### config.mk
export PLATFORM = sky130hd
export DESIGN_NAME = fir_out_decim_sat
export DESIGN_NICKNAME = d
export VERILOG_FILES = /design/src/rtl/fir_pkg.sv /design/src/rtl/fir_sync_fifo.sv /design/src/rtl/fir_out_decim_sat.sv
export SDC_FILE = /design/constraint.sdc
export NUM_CORES = 1
export LEC_CHECK = 0
export CAP_MARGIN = 10
export CORE_MARGIN = 4
export CORE_UTILIZATION = 59
export CTS_CLUSTER_DIAMETER = 30
export DETAILED_ROUTE_END_ITERATION = 12
export GPL_ROUTABILITY_DRIVEN = 0
export PLACE_DENSITY = 0.8
export SLEW_MARGIN = 10
export SYNTH_ARGS = -nofsm -noshare
export SYNTH_HDL_FRONTEND = slang
export SYNTH_SLANG_ARGS = --single-unit
### constraint.sdc
create_clock -name clk -period 6.55 [get_ports clk]
set_input_delay 0.655 -clock clk [delete_from_list [all_inputs] [get_ports clk]]
set_output_delay 0.655 -clock clk [all_outputs]
set_load 0.02 [all_outputs]
### src/rtl/fir_pkg.sv
// Shared widths, saturation limits and the round-then-saturate helper for the FIR output stage.
// Pure constants and a combinational function; no latency, no flow control.
package fir_pkg;

    localparam int DEF_IN_W  = 32;
    localparam int DEF_OUT_W = 16;
    localparam int DEF_SHIFT = 15;

    localparam logic signed [DEF_OUT_W-1:0] OUT_MAX = {1'b0, {(DEF_OUT_W-1){1'b1}}};
    localparam logic signed [DEF_OUT_W-1:0] OUT_MIN = {1'b1, {(DEF_OUT_W-1){1'b0}}};

    // Evaluated at 64 bits so the +half bias can never wrap for any input up to 62 bits wide.
    function automatic logic signed [63:0] round_sat(
        input  logic signed [63:0] x,
        input  int                 shift,
        input  int                 out_w,
        output logic               sat
    );
        logic signed [63:0] r;
        logic signed [63:0] hi;
        logic signed [63:0] lo;
        r   = (x + (64'sd1 <<< (shift - 1))) >>> shift;
        hi  = (64'sd1 <<< (out_w - 1)) - 64'sd1;
        lo  = -(64'sd1 <<< (out_w - 1));
        sat = 1'b0;
        if (r > hi) begin
            round_sat = hi;
            sat       = 1'b1;
        end else if (r < lo) begin
            round_sat = lo;
            sat       = 1'b1;
        end else begin
            round_sat = r;
        end
    endfunction

endpackage

### src/rtl/fir_sync_fifo.sv
// Registered-memory synchronous FIFO; read data is the head entry, visible the cycle after the write.
// A push while full is accepted only when a pop happens on the same edge, otherwise it is ignored.
module fir_sync_fifo #(
    parameter int WIDTH = 16,
    parameter int DEPTH = 8
) (
    input  logic                     clk,
    input  logic                     reset,
    input  logic                     push_i,
    input  logic [WIDTH-1:0]         wdat_i,
    input  logic                     pop_i,
    output logic [WIDTH-1:0]         rdat_o,
    output logic                     full_o,
    output logic                     empty_o,
    output logic [$clog2(DEPTH):0]   count_o
);

    localparam int AW = $clog2(DEPTH);

    logic [WIDTH-1:0] mem_q [DEPTH];
    logic [AW-1:0]    wr_ptr_q;
    logic [AW-1:0]    rd_ptr_q;
    logic [AW:0]      cnt_q;
    logic             wr_en;
    logic             rd_en;

    assign full_o  = (cnt_q == (AW+1)'(DEPTH));
    assign empty_o = (cnt_q == '0);
    assign count_o = cnt_q;
    assign rdat_o  = mem_q[rd_ptr_q];

    assign rd_en = pop_i & ~empty_o;
    assign wr_en = push_i & (~full_o | rd_en);

    always_ff @(posedge clk or posedge reset) begin
        if (reset) begin
            for (int i = 0; i < DEPTH; i++) begin
                mem_q[i] <= '0;
            end
            wr_ptr_q <= '0;
            rd_ptr_q <= '0;
            cnt_q    <= '0;
        end else begin
            if (wr_en) begin
                mem_q[wr_ptr_q] <= wdat_i;
                wr_ptr_q        <= wr_ptr_q + 1'b1;
            end
            if (rd_en) begin
                rd_ptr_q <= rd_ptr_q + 1'b1;
            end
            case ({wr_en, rd_en})
                2'b10:   cnt_q <= cnt_q + 1'b1;
                2'b01:   cnt_q <= cnt_q - 1'b1;
                default: cnt_q <= cnt_q;
            endcase
        end
    end

endmodule

### src/rtl/fir_out_decim_sat.sv
// FIR output stage: round/saturate, drop warm-up, decimate, buffer onto a valid/ready port.
// Two cycles input-to-out_valid when empty; upstream cannot stall, so a full FIFO drops and sets ovf_flag.
module fir_out_decim_sat
    import fir_pkg::*;
#(
    parameter int IN_W       = DEF_IN_W,
    parameter int OUT_W      = DEF_OUT_W,
    parameter int SHIFT      = DEF_SHIFT,
    parameter int DECIM      = 2,
    parameter int WARMUP     = 100,
    parameter int FIFO_DEPTH = 8
) (
    input  logic                          clk,
    input  logic                          reset,
    input  logic                          in_valid,
    input  logic signed [IN_W-1:0]        y_in,
    output logic signed [OUT_W-1:0]       out_data,
    output logic                          out_valid,
    input  logic                          out_ready,
    output logic [$clog2(FIFO_DEPTH):0]   fill_level,
    output logic                          sat_flag,
    output logic                          ovf_flag,
    input  logic                          clear_flags
);

    localparam int WC_W = (WARMUP > 0) ? $clog2(WARMUP + 1) : 1;
    localparam int PH_W = (DECIM > 1) ? $clog2(DECIM) : 1;

    logic [WC_W-1:0]  warm_q, warm_d;
    logic [PH_W-1:0]  phase_q, phase_d;
    logic             s1_vld_q, s1_vld_d;
    logic [OUT_W-1:0] s1_dat_q, s1_dat_d;
    logic             sat_q, sat_d;
    logic             ovf_q, ovf_d;

    logic             post_warm;
    logic             keep;
    logic             sat_c;
    logic             pop;
    logic             fifo_full;
    logic             fifo_empty;
    logic [OUT_W-1:0] fifo_rdat;

    assign post_warm = (warm_q == WC_W'(WARMUP));
    assign keep      = in_valid & post_warm & (phase_q == '0);
    assign out_valid = ~fifo_empty;
    assign pop       = out_valid & out_ready;

    always_comb begin
        warm_d   = warm_q;
        phase_d  = phase_q;
        s1_vld_d = keep;
        sat_c    = 1'b0;
        s1_dat_d = OUT_W'(round_sat(64'(y_in), SHIFT, OUT_W, sat_c));
        if (in_valid) begin
            if (!post_warm) begin
                warm_d = warm_q + 1'b1;
            end else if (phase_q == PH_W'(DECIM - 1)) begin
                phase_d = '0;
            end else begin
                phase_d = phase_q + 1'b1;
            end
        end
        // A set on the same edge as clear_flags wins.
        sat_d = (sat_q & ~clear_flags) | (keep & sat_c);
        ovf_d = (ovf_q & ~clear_flags) | (s1_vld_q & fifo_full & ~pop);
    end

    always_ff @(posedge clk or posedge reset) begin
        if (reset) begin
            warm_q   <= '0;
            phase_q  <= '0;
            s1_vld_q <= 1'b0;
            s1_dat_q <= '0;
            sat_q    <= 1'b0;
            ovf_q    <= 1'b0;
        end else begin
            warm_q   <= warm_d;
            phase_q  <= phase_d;
            s1_vld_q <= s1_vld_d;
            s1_dat_q <= s1_dat_d;
            sat_q    <= sat_d;
            ovf_q    <= ovf_d;
        end
    end

    fir_sync_fifo #(
        .WIDTH (OUT_W),
        .DEPTH (FIFO_DEPTH)
    ) u_fifo (
        .clk     (clk),
        .reset   (reset),
        .push_i  (s1_vld_q),
        .wdat_i  (s1_dat_q),
        .pop_i   (pop),
        .rdat_o  (fifo_rdat),
        .full_o  (fifo_full),
        .empty_o (fifo_empty),
        .count_o (fill_level)
    );

    assign out_data = out_valid ? fifo_rdat : '0;
    assign sat_flag = sat_q;
    assign ovf_flag = ovf_q;

endmodule

==> results of run 1 <==
-- worst max-delay path, delay by kind of cell, from the launching register on --
family | cells | cell delay [ns]
buffers and inverters | 2 | 1.14
DFF | 1 | 0.35
muxes | 2 | 0.84
and+or+nand+nor | 1 | 0.08
-- cell usage after synthesis, drive strengths merged, types with 2 or more instances --
library cell	instances	area share
o21ai	10	0.0067
ha	8	0.012
a31oi	2	0.0016
o22ai	2	0.0016
clkbuf	13	0.0062
a21o	3	0.0028
and2	2	0.0016
nand4	10	0.012
mux2i	18	0.022
nor2	33	0.020
mux2	130	0.19
nand2b	2	0.0016
mux4	32	0.089
and3	5	0.0047
nand2	21	0.010
a21oi	16	0.0099
xnor2	18	0.020
and4	3	0.0033
nor3	5	0.0051
nand3	7	0.0059
inv	16	0.0078
xor2	7	0.0076
buf	15	0.016
o32ai	3	0.0033
dfrtp	165	0.51
nor4	3	0.0060
-- metal layers --
layer / wire [um] / vias up / GRT usage
met5: 0 / - / 0
met4: 170 / 0 / 0.0657
met3: 509 / 14 / 0.0448
met2: 8480 / 111 / 0.386
met1: 7190 / 2541 / 0.287
li1: - / 2162 / -
-- cell families after synthesis --
logic type                 Yosys count  share of synthesized area
AOI/OAI and AO/OA                   45                     0.0355
xor gates and xnor gates            25                     0.0271
adders and majority gates            9                     0.0149
buffers and inverters               44                     0.0298
DFF                                165                      0.512
muxes                              180                      0.298
and+or+nand+nor                    100                     0.0834
-- state kept, by name, summed over array words and instances, names as in the netlist --
signal,flops
ovf_flag,1
phase_q,1
s1_dat_q,16
s1_vld_q,1
sat_flag,1
u_fifo.count_o,4
u_fifo.mem_q,128
u_fifo.rd_ptr_q,3
u_fifo.wr_ptr_q,3
warm_q,7
-- power groups by stage --
stage / sequential [uW] / clock, uW / combinational [uW]
5_1_grt: 1220 / 1140 / 487
6_report: 1210 / 1080 / 443
3_5_place_dp: 1230 / 0 / 453
2_1_floorplan: 1150 / 0 / 375
3_3_place_gp: 1220 / 0 / 434
4_1_cts: 1210 / 1090 / 452
-- worst min path at each step --
stage	depth (start not counted)	slack (ns)	to
after CTS	1	0.49	u_fifo.mem_q[87]$_DFFE_PP0P_
after floorplan	1	0.45	s1_vld_q$_DFF_PP0_
after global routing	1	0.51	u_fifo.mem_q[84]$_DFFE_PP0P_
final	1	0.49	u_fifo.mem_q[89]$_DFFE_PP0P_
after global placement	1	0.46	u_fifo.mem_q[87]$_DFFE_PP0P_
after detailed placement	1	0.47	u_fifo.mem_q[87]$_DFFE_PP0P_
-- through the flow --
step	total power [uW]	cell area (um^2)	utilization
finish	2730	9240	0.695
global route	2850	9240	0.695
CTS	2750	9240	0.695
detailed placement	1680	8590	0.646
global placement	1660	8590	0.646
floorplan	1530	8070	-
-- final cells by class --
class                      instances  area [um^2]
timing repair buffer              48          473
clock buffer                      19          443
clock inverter                    13          205
sequential                       165         4130
multi-input combinational        359         3700
tap                              176          220
inverter                          16         67.6
fill                             892         4050
==> out/qor.yml, run 1 <==
status: "finished, final reports clean"
syn_area_mm2: 0.00807
start_util: 0.607
grt_usage: 0.223
via_per_inst: 6.07
hold_viol_final: 0
p_leak_uw: 0.00434
numCtsBuffers: 17
ys_seq_area_frac: 0.512
ys_warn_count: 0
hpwl_um: 10300
ios: 60
clk_pin_slew_ns: 0.06
min_from: "u_fifo.mem_q[89]$_DFFE_PP0P_"
io_buffers: 45
timing.rr.start: "u_fifo.count_o[0]$_DFFE_PP0P_"
combPwrFrac: 0.162
endpoint: "out_data[3]"
clk_latency_ns: 0.42
p_int_uw: 1980
reg2reg_depth: 11
syn-mean-instance-area_um2: 14.2
endpoint_kind: "output port"
wirelength_um: 16300
async_reset_ff_frac: 1.00
synth_edf_count: 0
regToRegEndpoint: "u_fifo.count_o[3]$_DFFE_PP0P_"
reg2reg_slack_ns: 3.33
fmax_mhz: 286
clkPwrFrac: 0.394
crit_path_max_incr_delay_ns: 0.60
dp.cells: 764
fp.dieH_um: 125
arrival_ns: 2.84
setup_violations: 0
cts_resized: 0
globalRouteOverflowTotal: 0
place_ws_ns: 3.24
antenna_found_initial: 0
p_seq_frac: 0.444
clock_skew_ns: 0.00998
fin_setup_tns_ns: 0
grt_pass1_vias: 5280
worst_slack_ns: 3.05
final-instance-count-excl-fill: 796
drtIter0Drc: 328
cp-start-kind: "flop"
areaGrowthSynthToFinish_pct: 14.5
path_class: "flop to output port"
worstPathRequired_ns: 5.89
cts-root-buf: "clkbuf_16"
post_drt_wl_per_cell_um: 20.5
grt_pass1_wl_um: 27500
firstDrtPassIters: 4
fin_nets: 653
crit_chain: "buf_4 > mux4_2 > mux2i_1 > nor2_1 > clkdlybuf4s50_1"
timing.final.crit_period_ns: 3.50
cap_violations: 0
core_area_mm2: 0.0133
min_path_type: "flop to flop"
whs_ns: 0.485
die_w_um: 125
syn-num-nets: 614
final_max_slew_viol_count: 0
cts.sinks: 165
powerDensity_mw_per_mm2: 296
final_common_cell: "dfrtp_1"
rsz0062_at_grt: "no"
grt_max_degree: 108
postCtsSetupBuffers: 0
synth_cells: 568
drive_gt1_frac: 0.355
slew_headroom: 0.239
mostFrequentLayoutCells: "dfrtp_1 (163), mux2_2 (116), clkdlybuf4s50_1 (45)"
cts_buffer_depth: 2
swShare: 0.275
tightest_slew_ns: 1.14
synth_cell_types: 67
slowest_stage: "mux4_2"
rows: 42
cts.htree.levels: 4
startpoint: "u_fifo.rd_ptr_q[0]$_DFFE_PP0P_"
num_vias: 4828
synth_ff_type: "dfrtp_1"
cp_max_fo: 34
dieArea_mm2: 0.0156
cts_tree: "done"
power.switching_uw: 752
final_antenna_net_count: 0
cts_hold_buf: 0
yosys_register_bits: 165
period_share: 0.534
antennaDiodeCount: 0
drc_errors: 0
peakVddDrop_v: 0.000189
Power figures use the tool's default switching activity.
==> run 2: changes to the inputs <==
- clock period: 6.55 -> 3.6 ns (I/O delays scaled with it)
==> run 2 against run 1 <==
Effect of this change: critical path depth stayed put; global-route usage decreased by 0.051 points; sequential cell count unchanged; power up 74%; clock power rose by 58%; routed wire length rose by 1.6%; combinational power grew 91%; core utilization down 0.13 points.
==> out/qor.yml, run 2 (same netlist as run 1, synthesis figures left out) <==
cts_resized: 0  # unchanged
clk_pin_slew_ns: 0.06  # about the same
rows: 42  # unchanged
regToRegEndpoint: "u_fifo.count_o[3]$_DFFE_PP0P_"
multi_input_area_mm2: 0.00370  # unchanged
cts.sinks: 165  # unchanged
drtIter0Drc: 348  # +6.1%
power_uw: 4750  # +74%
rsz0062_at_grt: "no"
largest_reg_flops: 128  # unchanged
timing.final.crit_period_ns: 3.06
cts_buffer_depth: 2  # unchanged
endpoint_kind: "output port"
status: "finished, final reports clean"
cp_max_fo: 22  # -35%
reg.largest.list: "u_fifo.mem_q (128), s1_dat_q (16), warm_q (7)"
mostFrequentLayoutCells: "dfrtp_1 (163), mux2_2 (116), clkdlybuf4s50_1 (45)"
endpoint: "out_data[8]"
cts-root-buf: "clkbuf_16"
clk_latency_ns: 0.43  # about the same
worstPathRequired_ns: 3.24  # -2.65 ns
cts_tree: "done"
whs_ns: 0.487  # +0.00188 ns
areaGrowthSynthToFinish_pct: 14.3
clock_skew_ns: 0.0112  # +0.00120 ns
fin_nets: 658  # +0.77%
postCtsSetupBuffers: 0  # unchanged
num_vias: 4881  # +1.1%
top_register: "u_fifo.mem_q"
antennaDiodeCount: 0  # unchanged
ios: 60  # unchanged
grt_max_degree: 70  # -35%
tightest_slew_ns: 0.947  # -0.195 ns
path_class: "flop to output port"
reg2reg_slack_ns: 1.02  # -2.31 ns
timing.rr.start: "u_fifo.count_o[0]$_DFFE_PP0P_"
core_area_mm2: 0.0133  # unchanged
cp-start-kind: "flop"
p_leak_uw: 0.00432  # -0.30%
setup_violations: 0  # unchanged
via_per_inst: 6.10  # +0.59%
final-instance-count-excl-fill: 800  # +0.50%
wirelength_um: 16600  # +1.6%
nFillCells: 900  # +0.90%
io_buffers: 45  # unchanged
arrival_ns: 2.70  # -0.14 ns
post_drt_wl_per_cell_um: 20.8  # +1.1%
fmax_mhz: 327
min_path_type: "input port to async pin"
cts.htree.levels: 4  # unchanged
grt_usage: 0.222  # -0.000514
firstDrtPassIters: 7  # +3
drive_gt1_frac: 0.361  # +0.00574
powerDensity_mw_per_mm2: 515  # +74%
dieArea_mm2: 0.0156  # unchanged
slew_headroom: 0.368  # +0.129
reg2reg_depth: 11  # unchanged
final_max_slew_viol_count: 0  # unchanged
regArea_mm2: 0.00413  # unchanged
antenna_found_initial: 0  # unchanged
cts_hold_buf: 0  # unchanged
placed_area_mm2: 0.00867  # +0.86%
globalRouteOverflowTotal: 0  # unchanged
peakVddDrop_v: 0.000307  # +63%
hpwl_um: 10500  # +1.4%
grt_pass1_vias: 5154  # -2.4%
die_w_um: 125  # unchanged
final_common_cell: "dfrtp_1"
final_cell_area_mm2: 0.00922  # -0.19%
numCtsBuffers: 17  # unchanged
fp.dieH_um: 125  # unchanged
cap_violations: 0  # unchanged
hold_viol_final: 0  # unchanged
drc_errors: 0  # unchanged
fin_setup_tns_ns: 0  # unchanged
dp.cells: 769  # +0.65%
grt_pass1_wl_um: 27200  # -1.2%
period_share: 0.849
start_util: 0.607  # unchanged
final_antenna_net_count: 0  # unchanged
startpoint: "u_fifo.rd_ptr_q[0]$_DFFE_PP0P_"
run 2: metal layers:
metal / vias to the layer above / global-route usage / share of wire
met2: 136 / 0.374 / 0.51
met3: 18 / 0.0431 / 0.047
met4: 0 / 0.0644 / 0.012
met1: 2550 / 0.298 / 0.43
met5: - / 0 / 0
li1: 2177 / - / -
run 2: area by class of cell:
type | count | share of cell area
tap | 176 | 0.0239
timing repair buffer | 53 | 0.0594
clock inverter | 14 | 0.0142
clock buffer | 17 | 0.0461
inverter | 16 | 0.00719
sequential | 165 | 0.448
multi-input combinational | 359 | 0.401
run 2: per-stage QoR:
stage | setup slack, ns | utilization
2_1_floorplan | 0.806 | -
3_3_place_gp | 0.945 | 0.652
3_5_place_dp | 0.956 | 0.652
4_1_cts | 0.499 | 0.694
5_1_grt | 0.397 | 0.694
6_report | 0.544 | 0.694
run 2: report_power, final:
part,internal (uW),switching [uW]
Combinational,429,417
Sequential,1950,240
Clock,952,757
run 2: critical path: stages, from the launching register on:
cell             delay (ns)
dfrtp_2                0.66
buf_12                 0.28
mux4_2                 0.54
mux2i_1                0.18
nor2_1                 0.06
clkdlybuf4s50_1        0.54
run 2: worst min path at each step:
stage	to	from	cells past startpoint
after global placement	u_fifo.mem_q[87]$_DFFE_PP0P_	u_fifo.mem_q[87]$_DFFE_PP0P_	1
after global routing	u_fifo.mem_q[114]$_DFFE_PP0P_	u_fifo.mem_q[114]$_DFFE_PP0P_	1
final	u_fifo.mem_q[25]$_DFFE_PP0P_	reset	2
after detailed placement	s1_vld_q$_DFF_PP0_	phase_q$_DFFE_PP0P_	1
after floorplan	s1_vld_q$_DFF_PP0_	phase_q$_DFFE_PP0P_	1
after CTS	u_fifo.mem_q[89]$_DFFE_PP0P_	u_fifo.mem_q[89]$_DFFE_PP0P_	1
